`config.mk`:
```
export PLATFORM = sky130hd
export DESIGN_NAME = mul_iter
export DESIGN_NICKNAME = d
export VERILOG_FILES = /design/src/rtl/mul_iter.sv
export SDC_FILE = /design/constraint.sdc
export NUM_CORES = 1
export LEC_CHECK = 0
export ABC_AREA = 0
export CAP_MARGIN = 0
export CORE_UTILIZATION = 57
export CTS_BUF_LIST = sky130_fd_sc_hd__clkbuf_16
export DETAILED_ROUTE_END_ITERATION = 10
export GPL_TIMING_DRIVEN = 0
export MAX_ROUTING_LAYER = met4
export PLACE_DENSITY = 0.81
export SETUP_SLACK_MARGIN = 0.2
export SYNTH_ARGS = -nofsm -noshare
export SYNTH_HDL_FRONTEND = slang
export SYNTH_SLANG_ARGS = --single-unit
```
`constraint.sdc`:
```
create_clock -name clock -period 7 [get_ports clock]
set_clock_uncertainty 0.05 [all_clocks]
set_input_delay 0.7 -clock clock [delete_from_list [all_inputs] [get_ports clock]]
set_output_delay 0.7 -clock clock [all_outputs]
set_load 0.01 [all_outputs]
```
`src/rtl/mul_iter.sv`:
```
// Iterative radix-2 shift-add multiplier producing a 2*WIDTH-bit product as HI/LO words.
// Signed operands are reduced to magnitudes up front; the sign is reapplied at completion.
module mul_iter #(
    parameter int unsigned WIDTH = 32
) (
    input  logic             clock,
    input  logic             reset,
    input  logic             start,
    input  logic             is_signed,
    input  logic [WIDTH-1:0] multiplicand,
    input  logic [WIDTH-1:0] multiplier,
    output logic [WIDTH-1:0] hi,
    output logic [WIDTH-1:0] lo,
    output logic             busy,
    output logic             done
);

    localparam int unsigned W  = WIDTH;
    localparam int unsigned PW = 2 * WIDTH;
    localparam int unsigned CW = $clog2(WIDTH);

    typedef enum logic {
        IDLE = 1'b0,
        RUN  = 1'b1
    } state_t;

    state_t         state;
    logic [W-1:0]   mcand;
    logic [W-1:0]   mplier;
    logic [W-1:0]   acc_hi;
    logic           neg;
    logic [CW-1:0]  count;

    logic [W:0]     add_op;
    logic [W:0]     sum;
    logic [PW-1:0]  prod;
    logic [PW-1:0]  prod_final;
    logic [W-1:0]   mag_a;
    logic [W-1:0]   mag_b;

    // One iteration of the datapath plus operand magnitude conversion
    always_comb begin
        add_op     = mplier[0] ? {1'b0, mcand} : '0;
        sum        = {1'b0, acc_hi} + add_op;
        prod       = {sum, mplier[W-1:1]};
        prod_final = neg ? PW'(-prod) : prod;
        mag_a      = (is_signed && multiplicand[W-1]) ? W'(-multiplicand) : multiplicand;
        mag_b      = (is_signed && multiplier[W-1])   ? W'(-multiplier)   : multiplier;
    end

    always_ff @(posedge clock or posedge reset) begin
        if (reset) begin
            state  <= IDLE;
            mcand  <= '0;
            mplier <= '0;
            acc_hi <= '0;
            neg    <= 1'b0;
            count  <= '0;
            hi     <= '0;
            lo     <= '0;
            busy   <= 1'b0;
            done   <= 1'b0;
        end else begin
            done <= 1'b0;
            case (state)
                IDLE: begin
                    if (start) begin
                        mcand  <= mag_a;
                        mplier <= mag_b;
                        acc_hi <= '0;
                        neg    <= is_signed & (multiplicand[W-1] ^ multiplier[W-1]);
                        count  <= '0;
                        busy   <= 1'b1;
                        state  <= RUN;
                    end
                end
                RUN: begin
                    // Shift {carry, acc_hi, multiplier} right; multiplier becomes low accumulator
                    acc_hi <= sum[W:1];
                    mplier <= {sum[0], mplier[W-1:1]};
                    count  <= count + CW'(1);
                    if (count == CW'(W - 1)) begin
                        hi    <= prod_final[PW-1:W];
                        lo    <= prod_final[W-1:0];
                        done  <= 1'b1;
                        busy  <= 1'b0;
                        state <= IDLE;
                    end
                end
                default: state <= IDLE;
            endcase
        end
    end

endmodule

```
======== Word level (Yosys, flattened, before mapping) ========
Index checks and enable logic that the tools add are counted.
storage, ports and cells
  register bits ........................... 169
  output and inout bits ................... 66
  word-level logic and storage cells ...... 44
  input port bits ......................... 68
cells by class
  reductions and logical operators ........ 5
  multiplexer cells ....................... 18
  equal/unequal tests ..................... 3
  bitwise gates (word level) .............. 3
  $add $sub $neg .......................... 5
operators with widths
  kind                                                   count
  2-to-1 mux 32 bit                                      5
  one-hot mux 32 bit (2 select lines)                    2
  2-to-1 mux 64 bit                                      1
  negator 32 bit                                         2
  negator 64 bit                                         1
  adder 32 x 32 -> 33 bit                                1
  one-hot mux 5 bit (2 select lines)                     1
  2-to-1 mux 1 bit                                       6
  AND reduction 2 bit                                    3
  adder 5 x 1 -> 5 bit, second input constant            1
  equality test 5 bit, second input constant             1
  2-to-1 mux 5 bit                                       1
  one-hot mux 1 bit (2 select lines)                     2
  logical AND 1 bit                                      2
  inequality test 2 x 1 -> 1 bit, second input constant  1
  inequality test 2 bit, second input constant           1
  bitwise AND 1 bit                                      1
  inverter 1 bit                                         1
  XOR 1 bit                                              1

======== Depth between registers and ports, before layout ========
  depth after elaboration ................. 4
  gate-level depth with buffers ........... 15
  gate-level depth less buffers ........... 13

======== Least setup slack after synthesis ========
Ideal clock, no wire load.
  path kind ............................... reg-to-reg
  from .................................... register mplier[0]
  to ...................................... register hi[25]
  arrival ................................. 3910 ps
  setup slack ............................. 2964 ps
  stages on the path, launching flop included .. 15
  clock period less this slack ............ 4036 ps
  library setup time ...................... 77 ps
  buffers on the path ..................... 1
  required time ........................... 6873 ps
  cell sequence ........................... dfrtp_1 clkbuf_1 and2_1 ha_1 fa_1 a21o_1 a221o_1 and4_1 or3_1 a222oi_1 and4_1 nand4_1 o41a_1 xor2_1 o21ai_1
on the way
  cells in the longest elaborated chain, start to end .. 4
ends and longest elaborated chain
  element                      line  text
  start: declaration           29    logic [W-1:0] mplier;
  start signal: assignment     69    mplier <= mag_b;
  start signal: assignment     80    mplier <= {sum[0], mplier[W-1:1]};
  2-to-1 mux 32 bit (*)        43    add_op = mplier[0] ? {1'b0, mcand} : '0;
  adder 32 x 32 -> 33 bit (*)  44    sum = {1'b0, acc_hi} + add_op;
  negator 64 bit               46    prod_final = neg ? PW'(-prod) : prod;
  2-to-1 mux 64 bit (*)        46
  end signal: assignment       83    hi <= prod_final[PW-1:W];
  end: declaration             12    output logic [WIDTH-1:0] hi,
Every way passes the cells marked *; elsewhere a longest branch is shown, timed or not.
A chain may end at the register's enable or synchronous reset.

======== Final worst setup path ========
  from .................................... register mplier[0]
  to ...................................... register hi[28]
Same word-level chain as after synthesis.

==> impl_metrics.yaml <==
cells_and_area:
  n_antenna_cell: 0
  finish.utilization_pct: 71.0
  drive_gt1_share_pct: 4.55
  nNetsFinal: 1586
  design_area_um2: 13500
  nFillCells: 1565
  area_growth_pct: 20.2
placement:
  dpl_worst_slack_ns: 2.04
  port_buffers: 132
  routabilityCongestion: 0.992
  place_area_um2: 12900
  post-dp-hpwl_um: 24400
critical_path:
  cpMaxStageDelayCell: "o311ai_0"
  slowest_delay_ns: 0.97
  cp_max_fo: 10
  crit_type: "register to register"
  crit_path_end_kind: "register"
  critPathArrivalTime_ns: 5.32
  path_cells: "clkbuf_1, and2_1, ha_1, clkbuf_1, nor3b_1, o221a_2, o311ai_0, nand3b_1, nor4_1, nand4_1, nor4_1, mux2i_1, nand2_1"
  cp-start-kind: "register"
  critPathRequiredTime_ns: 7.27
floorplanning:
  start_util_pct: 59.1
  num_rows: 50
  die_w_um: 142
  io_pins: 134
  dieArea_um2: 20300
  dieHeight_um: 142
  core_area_um2: 19000
global_route:
  grt_pass1_wl_um: 52600
  first_global_vias: 10200
  grt_max_degree: 106
  antenna_found_initial: 0
  grtUsageTotal_pct: 34.2
  overflow: 0
clocking:
  clock_sinks: 169
  clockRootBuffer: "clkbuf_16"
  clk_path_buf_depth: 2
  worst_skew_pair.late_latency_ns: 0.44
  htreeDepth: 4
  numCtsBuffers: 17
  clkTransAtPathRegs_ns: 0.07
  cts_tree: "built"
  ctsResizeCount: 0
  postCtsSetupBuffers: 0
  postCtsHoldBufs: 0
pwr:
  p_total_uw: 5610
  clkPwrFrac_pct: 17.0
  pwr-share-seq_pct: 31.3
  pwr-share-comb_pct: 51.7
  p_sw_uw: 2470
  power.internal_uw: 3140
  switching_share_pct: 44.1
  p_per_area_nw_per_um2: 415
  p_leak_uw: 0.00581
  vdd_drop_max_v: 0.000283
yosys:
  synth_cell_types: 70
  syn_nets: 1434
  synth_top_flop_cell: "dfrtp_1"
  synth_seq_area_share_pct: 37.6
  synth-edff-count: 0
  yosys_warnings: 0
  ys_seq_elements: 169
  synthArstFlopShare_pct: 100
  syn_area_um2: 11200
  syn_avg_cell_area_um2: 8.46
  synth_cells: 1328
drt:
  viasPerCell: 6.14
  dr_wl_met3_um: 2080
  ant_nets: 0
  wl_met2_um: 14700
  dr.pass1.iters: 8
  drtIter0Drc: 934
  vias: 10800
  wl_per_cell_um: 18.4
  wl_met1_um: 14500
  drcViolationCount: 0
  routed.top_layer: "met4"
  drt-total-wl_um: 32200
timing:
  worst_pin_slew_ns: 1.20
  clock.fmax_mhz: 198
  timing.hold.ws_ns: 0.428
  fin_crit_sh_pct: 72.1
  hold_viol_final: 0
  period_needed_ns: 5.05
  setup_slack_ns: 1.95
  slew_violations: 0
  max_slew_margin_pct: 19.2
  setup_viol: 0
  rsz0062_at_grt: "no"
outcome:
  status: "complete, no violations"
min_path:
  holdCritPathClass: "register to register"
run:
  drv_cap: 0
[path summary, 6_finish.rpt]
check                           startpoint   endpoint  slack [ns]  cells after the start
worst max-delay path             mplier[0]     hi[28]        1.95                     13
worst min-delay path                lo[11]     lo[11]        0.43                      2
worst max register to register   mplier[0]     hi[28]        1.95                     13
worst min register to register      lo[11]     lo[11]        0.43                      2
max in group asynchronous            reset  acc_hi[2]        5.39                      3
min in group asynchronous            reset     hi[30]        0.65                      2
[cell usage after synthesis (all sizes together) (4+ instances only)]
cell type / number / share of area, %
a22oi: 4 / 0.27
clkbuf: 70 / 2.3
o21ai: 200 / 8.9
nand3: 25 / 1.1
a31oi: 5 / 0.28
a211oi: 7 / 0.47
and4: 5 / 0.39
nand2b: 11 / 0.75
mux2i: 10 / 0.89
o22ai: 7 / 0.39
nor2: 71 / 2.5
nand4: 9 / 0.50
nor4: 16 / 1.2
buf: 8 / 0.49
inv: 16 / 0.53
or4: 9 / 0.67
a31o: 9 / 0.70
xnor2: 43 / 3.4
nand3b: 4 / 0.27
o211ai: 14 / 0.94
xor2: 89 / 6.9
a21o: 20 / 1.3
a21oi: 62 / 2.8
nor3: 12 / 0.53
or3: 25 / 1.5
nand2: 210 / 7.0
dfrtp: 169 / 38
a22o: 11 / 0.86
o41ai: 14 / 1.2
a211o: 6 / 0.47
ha: 37 / 4.1
a221oi: 5 / 0.45
o31ai: 30 / 2.0
and2: 46 / 2.6
and3: 10 / 0.56
o21a: 5 / 0.33
[cell type report]
class,instances,area (um^2),share of cell area [%]
multi-input cells,1064,6620,49.1
flip-flops and latches,169,4230,31.3
repair buffers,133,1350,9.99
clock buffers,17,425,3.15
well taps,260,325,2.41
plain buffers,78,318,2.35
clock inverters,15,158,1.17
inverters,17,71.3,0.528
[worst max-delay path: cells and delay by family (launching register included)]
kind | cells | cell delay, ns
simple gates | 7 | 2.15
compound gates | 2 | 1.21
flops | 1 | 0.56
buf+inv | 2 | 0.48
fa+ha+maj | 1 | 0.24
mux | 1 | 0.24
[state kept, by name, indices dropped and copies added (netlist names)]
name and cells:
count 5, mplier 32, acc_hi 32, state 1
mcand 32, hi 32, done 1, busy 1
lo 32, neg 1
[cell usage in the layout (no fill, tap or decap), types with 5 or more instances in the layout]
| cell | count |
|---|---|
| a22o_1 | 11 |
| clkbuf_16 | 17 |
| nand4_1 | 9 |
| xor2_1 | 89 |
| inv_1 | 15 |
| and4_1 | 5 |
| and2_1 | 46 |
| ha_1 | 37 |
| o21ai_1 | 11 |
| o41ai_1 | 12 |
| nor3_1 | 12 |
| a211o_1 | 6 |
| and3_1 | 10 |
| nor2_1 | 70 |
| clkdlybuf4s50_1 | 132 |
| o21a_1 | 5 |
| dfrtp_1 | 169 |
| o21ai_0 | 189 |
| nand2b_1 | 9 |
| a21oi_1 | 62 |
| nand3_1 | 25 |
| or4_1 | 7 |
| inv_6 | 7 |
| a211oi_1 | 7 |
| xnor2_1 | 43 |
| o211ai_1 | 14 |
| a31oi_1 | 5 |
| o31ai_1 | 29 |
| a31o_2 | 9 |
| nor4_1 | 13 |
| a21o_1 | 20 |
| o22ai_1 | 7 |
| mux2i_1 | 10 |
| nand2_1 | 210 |
| or3_1 | 23 |
| clkbuf_1 | 70 |
[layer usage]
metal,GRT usage (%),up-vias
met5,-,-
li1,-,5058
met1,46.3,5188
met3,4.48,73
met4,11.9,0
met2,53.0,446
[per-stage QoR]
| step | setup TNS, ns | instances |
|---|---|---|
| after global routing | 0 | 1753 |
| after CTS | 0 | 1753 |
| final | 0 | 1753 |
| after floorplan | 0 | 1328 |
| after global placement | -93.14 | 1720 |
| after detailed placement | 0 | 1721 |
[cell families (layout without fill, tap and decap cells)]
kind of cell	count (synthesis)	count (layout)	share of synthesized area (%)
DFF	169	169	37.6
adders and majority gates	38	38	4.30
muxes	11	11	0.991
and+or+nand+nor	464	464	20.3
xor gates and xnor gates	132	132	10.3
AOI/OAI and AO/OA	419	419	23.1
buffers and inverters	95	260	3.40
[power by group through the flow]
stage / Combinational [uW] / Clock [uW] / Sequential, uW
floorplan: 1860 / 0 / 1740
global placement: 2770 / 0 / 1750
detailed placement: 2840 / 0 / 1760
CTS: 2870 / 953 / 1750
global route: 3200 / 996 / 1800
finish: 2900 / 951 / 1760
Power figures use the tool's default switching activity.
